File: config.mk
export PLATFORM = sky130hd
export DESIGN_NAME = rr_encoder_16_4
export DESIGN_NICKNAME = d
export VERILOG_FILES = /design/src/rtl/rr_encoder_16_4.sv
export SDC_FILE = /design/constraint.sdc
export NUM_CORES = 1
export LEC_CHECK = 0
export ABC_CLOCK_PERIOD_IN_PS = 7900
export CAP_MARGIN = 20
export CORE_MARGIN = 5
export CORE_UTILIZATION = 40
export CTS_CLUSTER_DIAMETER = 150
export DETAILED_ROUTE_END_ITERATION = 10
export PLACE_DENSITY = 0.58
export SYNTH_ARGS = -nofsm -noshare
export SYNTH_HDL_FRONTEND = slang
export SYNTH_SLANG_ARGS = --single-unit
File: constraint.sdc
create_clock -name clk -period 7.9 [get_ports clk]
set_clock_uncertainty 0.1 [all_clocks]
set_input_delay 1.58 -clock clk [delete_from_list [all_inputs] [get_ports clk]]
set_output_delay 1.58 -clock clk [all_outputs]
set_load 0.05 [all_outputs]
File: src/rtl/rr_encoder_16_4.sv
// Registered round-robin N-to-log2(N) encoder with a valid/ready output stage.
// One grant per transfer; the search starts just past the last accepted index.
module rr_encoder_16_4 #(
    parameter int N = 16,
    parameter int W = 4
) (
    input  logic         clk,
    input  logic         clr,
    input  logic [N-1:0] req,
    input  logic         out_ready,
    output logic [W-1:0] enc_out,
    output logic [N-1:0] grant,
    output logic         enc_valid,
    output logic         multi
);

    logic [W-1:0] ptr;
    logic [W-1:0] ptr_next;
    logic [W-1:0] start;
    logic [W-1:0] first;
    logic [W-1:0] pick;
    logic [N-1:0] rot;
    logic         hs;
    logic         load;
    logic         any_req;
    logic         multi_next;

    assign hs       = enc_valid & out_ready;
    assign load     = ~enc_valid | out_ready;
    assign ptr_next = enc_out + W'(1);

    // A grant accepted this edge moves the search origin immediately.
    assign start    = hs ? ptr_next : ptr;

    // Rotate req so that bit 0 of rot is the requester at the search origin.
    for (genvar gi = 0; gi < N; gi++) begin : g_rot
        assign rot[gi] = req[start + W'(gi)];
    end

    always_comb begin
        first = '0;
        for (int i = N - 1; i >= 0; i--) begin
            if (rot[i]) first = W'(i);
        end
    end

    assign pick       = start + first;
    assign any_req    = |req;
    assign multi_next = |(req & (req - N'(1)));

    always_ff @(posedge clk) begin
        if (clr) begin
            enc_out   <= '0;
            grant     <= '0;
            enc_valid <= 1'b0;
            multi     <= 1'b0;
            ptr       <= '0;
        end else begin
            if (hs) ptr <= ptr_next;
            if (load) begin
                if (any_req) begin
                    enc_out   <= pick;
                    grant     <= N'(1) << pick;
                    enc_valid <= 1'b1;
                    multi     <= multi_next;
                end else begin
                    grant     <= '0;
                    enc_valid <= 1'b0;
                end
            end
        end
    end

endmodule

# Word-level counts from Yosys, hierarchy flattened
# Index checks and enable logic that the tools add are counted.
# W data, S select, Z words.
[totals] input_bits=19 output_inout_bits=22 regBits=26
[op_classes] add_sub_neg=18 magnitude_cmp=16 reduce_logical=3 n_bitwise=4 mux=51 n_shift=1
[op_table] operator="$lt A4 B5 Y1 const B" count=16
[op_table] operator="$mux W4" count=17
[op_table] operator="$bmux W1 S4" count=16
[op_table] operator="$add A4 B4 Y4 const B" count=8
[op_table] operator="$reduce_or A16 Y1" count=2
[op_table] operator="$mux W1" count=17
[op_table] operator="$add A4 B3 Y4 const B" count=4
[op_table] operator="$and A16 B16 Y16" count=1
[op_table] operator="$mux W16" count=1
[op_table] operator="$shl A1 B4 Y16 const A" count=1
[op_table] operator="$sub A16 B1 Y16 const B" count=1
[op_table] operator="$add A4 B1 Y4 const B" count=2
[op_table] operator="$add A4 B2 Y4 const B" count=2
[op_table] operator="$add A4 B4 Y4" count=1
[op_table] operator="$reduce_and A2 Y1" count=1
[op_table] operator="$and A1 B1 Y1" count=1
[op_table] operator="$not A1 Y1" count=1
[op_table] operator="$or A1 B1 Y1" count=1

# Logic depth before layout (Yosys ltp)
# Gate-level depths: netlist of run 1.
[logic_depth] depth_word=24 depth_mapped=21 depth_no_buf=18

# Worst setup path after synthesis of run 1
# Ideal clock, no wire load.
[synth_path] path_type="in2reg" start="in out_ready" end="reg grant[7]" setup_slack_ns=1.752 path_buffers=4 path_stages=20 arrival_time_ns=5.931 required_time_ns=7.683 path_cell_list="buf_6 -> nand2_2 -> mux2i_4 -> clkbuf_1 -> ha_1 -> clkbuf_1 -> mux4_2 -> mux2_2 -> a21boi_1 -> a221oi_1 -> o21ai_1 -> a21o_1 -> and3_1 -> ha_1 -> a21o_1 -> a21oi_1 -> xnor2_1 -> xnor2_2 -> buf_6 -> a32o_1"
[synth_between] elab_chain_len=24 word_cells_on_any_way=69
[synth_rtl] element="start, declared" line_no="10" text="input logic out_ready,"
[synth_rtl] element="$and A1 B1 Y1" line_no="28" text="assign hs = enc_valid & out_ready;"
[synth_rtl] element="$mux W4"
[synth_rtl] element="$add A4 B4 Y4" line_no="37" text="assign rot[gi] = req[start + W'(gi)];"
[synth_rtl] element="$bmux W1 S4" line_no="37"
[synth_rtl] element="$mux W1 (not written as such)" line_no="37"
[synth_rtl] element="$mux W4 (16 in a row)" line_no="43" text="if (rot[i]) first = W'(i);"
[synth_rtl] element="$add A4 B4 Y4" line_no="47" text="assign pick = start + first;"
[synth_rtl] element="$shl A1 B4 Y16" line_no="63" text="grant <= N'(1) << pick;"
[synth_rtl] element="$mux W16" line_no="61" text="if (any_req) begin"
[synth_rtl] element="end signal, assigned" line_no="63"
[synth_rtl] element="end, declared" line_no="12" text="output logic [N-1:0] grant,"
# Several ways; a longest one is shown, not always the timed one. The select of a mux whose other input is x is not followed.
# A chain may end at the register's enable or synchronous reset.

# Final worst setup path of run 1
[layout_path] start="in out_ready" end="reg grant[5]"
# Same word-level chain as after synthesis.

==> summary.txt, run 1 <==
DRT Pass-1 Iters -> 4
Die ar. -> 8520 µm²
Setup TNS -> 0 ns
CTS Buf Count -> 3
Register-to-Register Path Depth -> 18
core area -> 6680 µm²
Max-cap violations -> 0
LEAKAGE -> 1.18 nW
CTS Hold Bufs -> 0
top post-synthesis cells by area -> dfxtp_1 19%, mux4_2 7.5%, mux2i_1 6.3%, nand2_1 4.7%, o211ai_1 3.9%
GR Util All Layers -> 18.9%
# setup viols final -> 0
CTS tree -> done
largest net degree at the start of global routing -> 19
Synth Area per Inst -> 8.24 µm²
Slew Limit Fails -> 0
post-CTS resize count -> 0
Syn Inst Count -> 329
IO Pins -> 41
cell taking the most area after synthesis -> dfxtp_1
clk root buf -> clkbuf_8
post-synth top area share -> 19.2%
final hold vios -> 0
Yosys warnings -> 0
fin nets -> 388
worst slew pin tran -> 1.06 ns
die height -> 92.3 µm
Chip Width -> 92.3 µm
htree depth -> 1
relative slew slack -> 28.8%
Post-route DRC -> 0
layout cells sized above 1 -> 10.5%
Wirelength per Cell -> 17.5 µm
Clock Path Buffers -> 2
global-route wire length before repair -> 13,200 µm
clk_lat worst skew -> 0.27 ns
Commonest cells post-synth -> 34 x nand2_1, 26 x dfxtp_1, 20 x nor2_1
Area Growth Syn to Fin -> 18.8%
met2 usage -> 32.0%
GP Congestion -> 0.865
met3 Use GR -> 2.84%
Worst Hold Class -> flop to flop
Hold Path Depth -> 2
crit path capture type -> flop
count of different cell masters after synthesis -> 62
arrival time at the worst endpoint -> 6.76 ns
Starting Density -> 40.6%
startpoint type of the worst setup path -> input pin
critical path fanouts, max -> 17
Reg clk slew, reported paths -> 0.09 ns
Primary FF master, synth -> dfxtp_1
Peak VDD IR -> 0.136 mV
minimum clock period -> 6.65 ns
sequential fraction of the synthesis area -> 19.2%
worst path required time -> 8.01 ns
Post-Route WL -> 7710 µm
Crit Path Category -> input pin to flop
clock sink count -> 26
post-placement cell area -> 3150 µm²
row count -> 30
RSZ-0062 raised after global routing -> false
initial antenna violation count -> 0
Post-synth ARST share -> 0%
worst hold slack -> 0.344 ns
Final HPWL DP -> 6230 µm
vias -> 2,689
number of global-route vias before repair -> 2,624
post-route clock period utilization -> 84.2%
Netlist Area Pre-Place -> 2710 µm²
design area -> 3220 µm²
Post-synth EDFFs -> 0
grt ovf -> 0
setup slack, reg-to-reg -> 2.68 ns
gr busiest metal -> met2
DRT iter0 DRCs -> 154
count leader, synth -> nand2_1
Vias/cell -> 6.10
Pwr per Cell Area -> 327 nW/µm²
fmax -> 150 MHz
utilization after layout -> 48.2%
Post-CTS Setup Bufs -> 0
met1 Use GR -> 24.8%
syn_nets -> 355
Post-DRT Antenna Nets -> 0
outcome -> finished clean
n_diodes -> 0
Synth Register Bits -> 26
Buffers on Ports -> 40
[cell usage in the layout (no fill, tap or decap), drive strengths merged, types with 3 or more instances in the layout]
cell	count
a211oi	4
a21o	4
a22oi	4
xnor2	11
o211ai	14
a31oi	6
nor2	21
a21oi	19
mux4	9
o21ai	32
and3b	3
mux2i	18
clkdlybuf4s50	40
nand3b	5
nor2b	5
and3	3
and2	10
nand2	36
clkbuf	3
nand3	17
buf	4
a32o	8
inv	8
dfxtp	26
nor4	3
mux2	7
ha	6
nor3b	3
nor3	6
[routing by layer]
layer	routed length (µm)	up-vias
li1	-	1317
met1	3530	1266
met2	3640	90
met3	340	16
met4	193	0
met5	0	-
[registers in the layout (all words and copies together) (netlist names)]
signal     cells
ptr            4
grant         16
enc_out        4
multi          1
enc_valid      1
[power by group]
part | switching (W) | internal, W
Sequential | 0.0000214 | 0.000156
Clock | 0.0000413 | 0.0000678
Combinational | 0.000459 | 0.000308
Total | 0.000522 | 0.000532
[metrics by stage]
stage               cells  power (W)  setup slack [ns]
floorplan             329   0.000764              1.75
CTS                   441    0.00105              1.24
detailed placement    437   0.000944             0.954
global placement      437   0.000941              1.02
finish                441    0.00105              1.25
global route          441    0.00114             0.760
[critical path, cell delays in order]
cell and delay (ns):
clkdlybuf4s50_1 0.66, nand2_2 0.22, mux2i_4 0.25, buf_4 0.20, ha_1 0.49, mux4_2 0.56, mux2_2 0.29, a21boi_1 0.14
a221oi_1 0.30, o21ai_1 0.10, a21o_1 0.18, and3_1 0.20, ha_1 0.27, a21o_1 0.17, a21oi_1 0.17, xnor2_1 0.12
xnor2_2 0.43, buf_4 0.25, a32o_1 0.17
[cells by family (layout without fill, tap and decap cells)]
logic type | after synthesis | count (layout) | synth area share, %
AO/OA/AOI/OAI | 107 | 107 | 27.2
XOR/XNOR | 12 | 12 | 4.71
multiplexers | 34 | 34 | 17.5
AND/OR/NAND/NOR | 117 | 117 | 22.5
flip-flops | 26 | 26 | 19.2
buffers and inverters | 24 | 56 | 4.61
adder cells (fa/ha/maj) | 9 | 9 | 4.25
[final cells by class]
class / count / area [µm²]
Timing Repair Buffer: 44 / 430
Fill cell: 677 / 3460
Sequential cell: 26 / 520
Inverter: 8 / 32.5
Clock buffer: 3 / 41.3
Tap cell: 80 / 100
Multi-Input combinational cell: 279 / 2070
Clock inverter: 1 / 30.0
[final timing paths]
check,from,to
setup / recovery,out_ready,grant[5]$_SDFFE_PP0N_
hold / removal,grant[8]$_SDFFE_PP0N_,grant[8]$_SDFFE_PP0N_
setup reg to reg,enc_valid$_SDFFE_PP0N_,grant[5]$_SDFFE_PP0N_
hold reg to reg,grant[8]$_SDFFE_PP0N_,grant[8]$_SDFFE_PP0N_
Note: power is estimated with default switching activity, not from simulation.
==> run 2, diff against run 1 <==
ABC_CLOCK_PERIOD_IN_PS = 6700   (was 7900)
clock period = 6.7 ns   (was 7.9 ns; I/O delays follow)
==> summary.txt, run 2 (synthesis gave the netlist of run 1 again) <==
startpoint type of the worst setup path -> input pin
Chip Width -> 92.3 µm
grt ovf -> 0
RSZ-0062 raised after global routing -> false
post-route clock period utilization -> 92.5%
Post-route DRC -> 0
Worst Hold Class -> flop to flop
max FFs per register -> 16
DRT iter0 DRCs -> 209
Fillers -> 658
Die ar. -> 8520 µm²
arrival time at the worst endpoint -> 6.32 ns
design area -> 3280 µm²
multi-input combinational cell area -> 2080 µm²
# setup viols final -> 0
worst path required time -> 6.82 ns
Critical Path, Cell by Cell -> clkdlybuf4s50_1, a21bo_1, nand2_8, inv_2, ha_1, mux4_2, mux2_2, a21boi_1, a221oi_1, o21ai_1, a21o_1, and3_1, ha_1, a21o_1, a21oi_1, xnor2_1, xnor2_4, a32o_1
largest net degree at the start of global routing -> 18
vias -> 2,674
Wirelength per Cell -> 17.2 µm
clk_lat worst skew -> 0.27 ns
htree depth -> 1
CTS Hold Bufs -> 0
Most flops, register -> grant
Vias/cell -> 5.97
LEAKAGE -> 1.21 nW
Peak VDD IR -> 0.168 mV
fin nets -> 395
Pwr Total -> 0.00128 W
Final HPWL DP -> 6250 µm
layout cells sized above 1 -> 12.2%
final hold vios -> 0
commonest non-fill, non-tap cell in the layout -> clkdlybuf4s50_1
commonest non-fill, non-tap cells in the layout -> 40 x clkdlybuf4s50_1, 34 x nand2_1, 26 x dfxtp_1
relative slew slack -> 29.6%
outcome -> finished clean
global-route wire length before repair -> 13,100 µm
Post-Route WL -> 7720 µm
number of global-route vias before repair -> 2,609
DRT Pass-1 Iters -> 4
core area -> 6680 µm²
Regs by FF count -> grant x16, enc_out x4, ptr x4
Pwr per Cell Area -> 391 nW/µm²
minimum clock period -> 6.20 ns
Max-cap violations -> 0
critical path fanouts, max -> 17
clock sink count -> 26
GP Congestion -> 0.863
die height -> 92.3 µm
clk root buf -> clkbuf_8
Starting Density -> 40.6%
Post-CTS Setup Bufs -> 0
IO Pins -> 41
Crit Path Category -> input pin to flop
Post-DRT Antenna Nets -> 0
slowest stage cell, crit path -> clkdlybuf4s50_1
n_diodes -> 0
Seq. cell area -> 520 µm²
post-CTS resize count -> 0
Clock Path Buffers -> 2
GR Util All Layers -> 18.7%
Area Growth Syn to Fin -> 21.1%
placed cells -> 444
Reg clk slew, reported paths -> 0.09 ns
post-placement cell area -> 3200 µm²
CTS tree -> done
CTS Buf Count -> 3
worst slew pin tran -> 1.05 ns
Buffers on Ports -> 40
fmax -> 161 MHz
row count -> 30
Slew Limit Fails -> 0
Setup TNS -> 0 ns
crit-path max cell delay -> 0.57 ns
Final Non-Filler Cells -> 448
initial antenna violation count -> 0
crit path capture type -> flop
run 2: metal layers:
| layer | global-route usage, % | vias up | share of wire [%] |
|---|---|---|---|
| met5 | 0 | - | 0 |
| met3 | 2.27 | 8 | 3.3 |
| met2 | 32.3 | 66 | 48 |
| met4 | 4.08 | 0 | 1.7 |
| li1 | - | 1331 | - |
| met1 | 24.9 | 1269 | 47 |
run 2: cell type report:
| class | count | share of cell area [%] |
|---|---|---|
| Inverter | 8 | 0.990 |
| Sequential cell | 26 | 15.8 |
| Clock inverter | 1 | 0.914 |
| Tap cell | 80 | 3.05 |
| Multi-Input combinational cell | 279 | 63.2 |
| Clock buffer | 3 | 1.26 |
| Timing Repair Buffer | 51 | 14.7 |
run 2: worst paths after layout:
kind	startpoint	endpoint	slack, ns	cells after the start
max	out_ready	grant[6]$_SDFFE_PP0N_	0.50	18
min	grant[10]$_SDFFE_PP0N_	grant[10]$_SDFFE_PP0N_	0.35	2
max reg2reg	enc_valid$_SDFFE_PP0N_	grant[6]$_SDFFE_PP0N_	1.67	17
min reg2reg	grant[10]$_SDFFE_PP0N_	grant[10]$_SDFFE_PP0N_	0.35	2
run 2: worst max-delay path: cells and delay by family:
family / cells / cell delay (ns)
AOI/OAI and AO/OA: 8 / 1.71
xor gates and xnor gates: 2 / 0.63
adders and majority gates: 2 / 0.75
buffers and inverters: 2 / 0.66
muxes: 2 / 0.84
and+or+nand+nor: 2 / 0.38
run 2: power breakdown:
part / total, W / switching [W] / internal (W)
combinational: 0.000944 / 0.000556 / 0.000388
clock: 0.000131 / 0.0000509 / 0.0000800
sequential: 0.000208 / 0.0000240 / 0.000184
total: 0.00128 / 0.000630 / 0.000652
run 2: per-stage QoR:
stage          hold slack [ns]  setup slack, ns  utilization, %
3_3_place_gp             0.333           0.0882            47.9
5_1_grt                  0.366            0.146            49.2
6_report                 0.346            0.503            49.2
4_1_cts                  0.351            0.319            49.0
2_1_floorplan            0.562            0.792               -
3_5_place_dp             0.337           0.0201            47.9
==> run 3, diff against run 2 <==
GPL_ROUTABILITY_DRIVEN = 0   (was not set)
GPL_TIMING_DRIVEN = 0   (was not set)
PLACE_DENSITY = not set   (was 0.58)
==> summary.txt, run 3 (synthesis gave the netlist of run 1 again) <==
DRT Pass-1 Iters -> 5
n_diodes -> 0
RSZ-0062 raised after global routing -> false
GR Util All Layers -> 18.3%
Post-Route WL -> 7560 µm
Final HPWL DP -> 6140 µm
worst path required time -> 6.83 ns
clk root buf -> clkbuf_8
Die ar. -> 8520 µm²
startpoint type of the worst setup path -> input pin
placed cells -> 448
design area -> 3270 µm²
Vias/cell -> 6.04
number of global-route vias before repair -> 2,661
Pwr per Cell Area -> 382 nW/µm²
core area -> 6680 µm²
CTS Hold Bufs -> 0
Most flops, register -> grant
Worst Setup Slack post-DPL -> 0.146 ns
Final Non-Filler Cells -> 452
switching portion of total power -> 49.5%
clk_lat worst skew -> 0.28 ns
Post-DRT Antenna Nets -> 0
die height -> 92.3 µm
initial antenna violation count -> 0
commonest non-fill, non-tap cells in the layout -> 39 x clkdlybuf4s50_1, 34 x nand2_1, 26 x dfxtp_1
Area Growth Syn to Fin -> 20.7%
Starting Density -> 40.6%
Slew Limit Fails -> 0
Post-CTS Setup Bufs -> 0
global-route wire length before repair -> 12,800 µm
fin nets -> 399
clock sink count -> 26
layout cells sized above 1 -> 10.8%
Buffers on Ports -> 39
grt ovf -> 0
critical path fanouts, max -> 10
smallest setup slack after layout -> 0.436 ns
CTS Buf Count -> 3
post-CTS resize count -> 0
Wirelength per Cell -> 16.7 µm
IO Pins -> 41
vias -> 2,728
htree depth -> 1
Reg clk slew, reported paths -> 0.09 ns
final hold vios -> 0
minimum clock period -> 6.26 ns
# setup viols final -> 0
Comb pwr share -> 72.9%
crit path capture type -> flop
Post-route DRC -> 0
LEAKAGE -> 1.20 nW
CTS tree -> done
relative slew slack -> 36.9%
sequential power share -> 16.5%
Peak VDD IR -> 0.161 mV
largest net degree at the start of global routing -> 16
post-route clock period utilization -> 93.5%
Internal Pwr Total -> 0.000631 W
row count -> 30
Regs by FF count -> grant x16, enc_out x4, ptr x4
outcome -> finished clean
post-placement cell area -> 3200 µm²
Clock Path Buffers -> 2
commonest non-fill, non-tap cell in the layout -> clkdlybuf4s50_1
max FFs per register -> 16
worst slew pin tran -> 0.945 ns
DRT iter0 DRCs -> 157
switching pwr -> 0.000619 W
fmax -> 160 MHz
Clk pwr share -> 10.6%
Max-cap violations -> 0
Crit Path Category -> input pin to flop
Worst Hold Class -> flop to flop
Chip Width -> 92.3 µm
arrival time at the worst endpoint -> 6.39 ns
Setup TNS -> 0 ns
[run 3: cell count changes in the layout (fill, tap and decap cells not counted), sizes merged]
cell and change:
clkbuf +9, buf -4, clkdlybuf4s50 -1
[run 3: path summary, 6_finish.rpt]
kind | start | endpoint | slack, ns | cells after the start
setup / recovery | out_ready | grant[7]$_SDFFE_PP0N_ | 0.44 | 20
hold / removal | grant[11]$_SDFFE_PP0N_ | grant[11]$_SDFFE_PP0N_ | 0.34 | 2
setup reg to reg | enc_valid$_SDFFE_PP0N_ | grant[7]$_SDFFE_PP0N_ | 1.11 | 20
hold reg to reg | grant[11]$_SDFFE_PP0N_ | grant[11]$_SDFFE_PP0N_ | 0.34 | 2
[run 3: through the flow]
| step | power, W | hold WS (ns) | util (%) |
|---|---|---|---|
| 6_report | 0.00125 | 0.344 | 49.0 |
| 3_3_place_gp | 0.00112 | 0.332 | 47.9 |
| 3_5_place_dp | 0.00112 | 0.336 | 47.9 |
| 4_1_cts | 0.00126 | 0.349 | 49.0 |
| 2_1_floorplan | 0.000900 | 0.562 | - |
| 5_1_grt | 0.00136 | 0.369 | 49.0 |
[run 3: layer usage]
layer  routed length (µm)  part of all wire (%)  global-route usage, %
met1                 3400                    45                   24.2
met2                 3550                    47                   30.5
met3                  431                   5.7                   3.01
met4                  181                   2.4                   5.82
met5                    0                     0                      0
[run 3: cell type report]
class	instances	area [µm²]
timing repair buffer	39	390
clock inverter	1	30.0
fill	707	3410
sequential	26	520
multi-input combinational	279	2070
inverter	8	32.5
clock buffer	3	41.3
buffer	16	92.6
tap	80	100
[run 3: power groups by stage]
stage / Sequential (W) / Clock (W) / Combinational [W]
after CTS: 0.000206 / 0.000134 / 0.000915
final: 0.000206 / 0.000132 / 0.000911
after global placement: 0.000210 / 0 / 0.000907
after floorplan: 0.000297 / 0 / 0.000604
after global routing: 0.000211 / 0.000144 / 0.00100
after detailed placement: 0.000210 / 0 / 0.000911
[run 3: worst max-delay path, stage by stage]
cell and delay (ns):
buf_6 0.12, nand2_2 0.19, mux2i_4 0.44, clkbuf_1 0.44, ha_1 0.21, clkbuf_1 0.34, mux4_2 0.57, mux2_2 0.29
a21boi_1 0.15, a221oi_1 0.31, o21ai_1 0.10, a21o_1 0.18, and3_1 0.21, ha_1 0.28, a21o_1 0.18, a21oi_1 0.16
xnor2_1 0.11, xnor2_2 0.41, buf_6 0.21, a32o_1 0.15
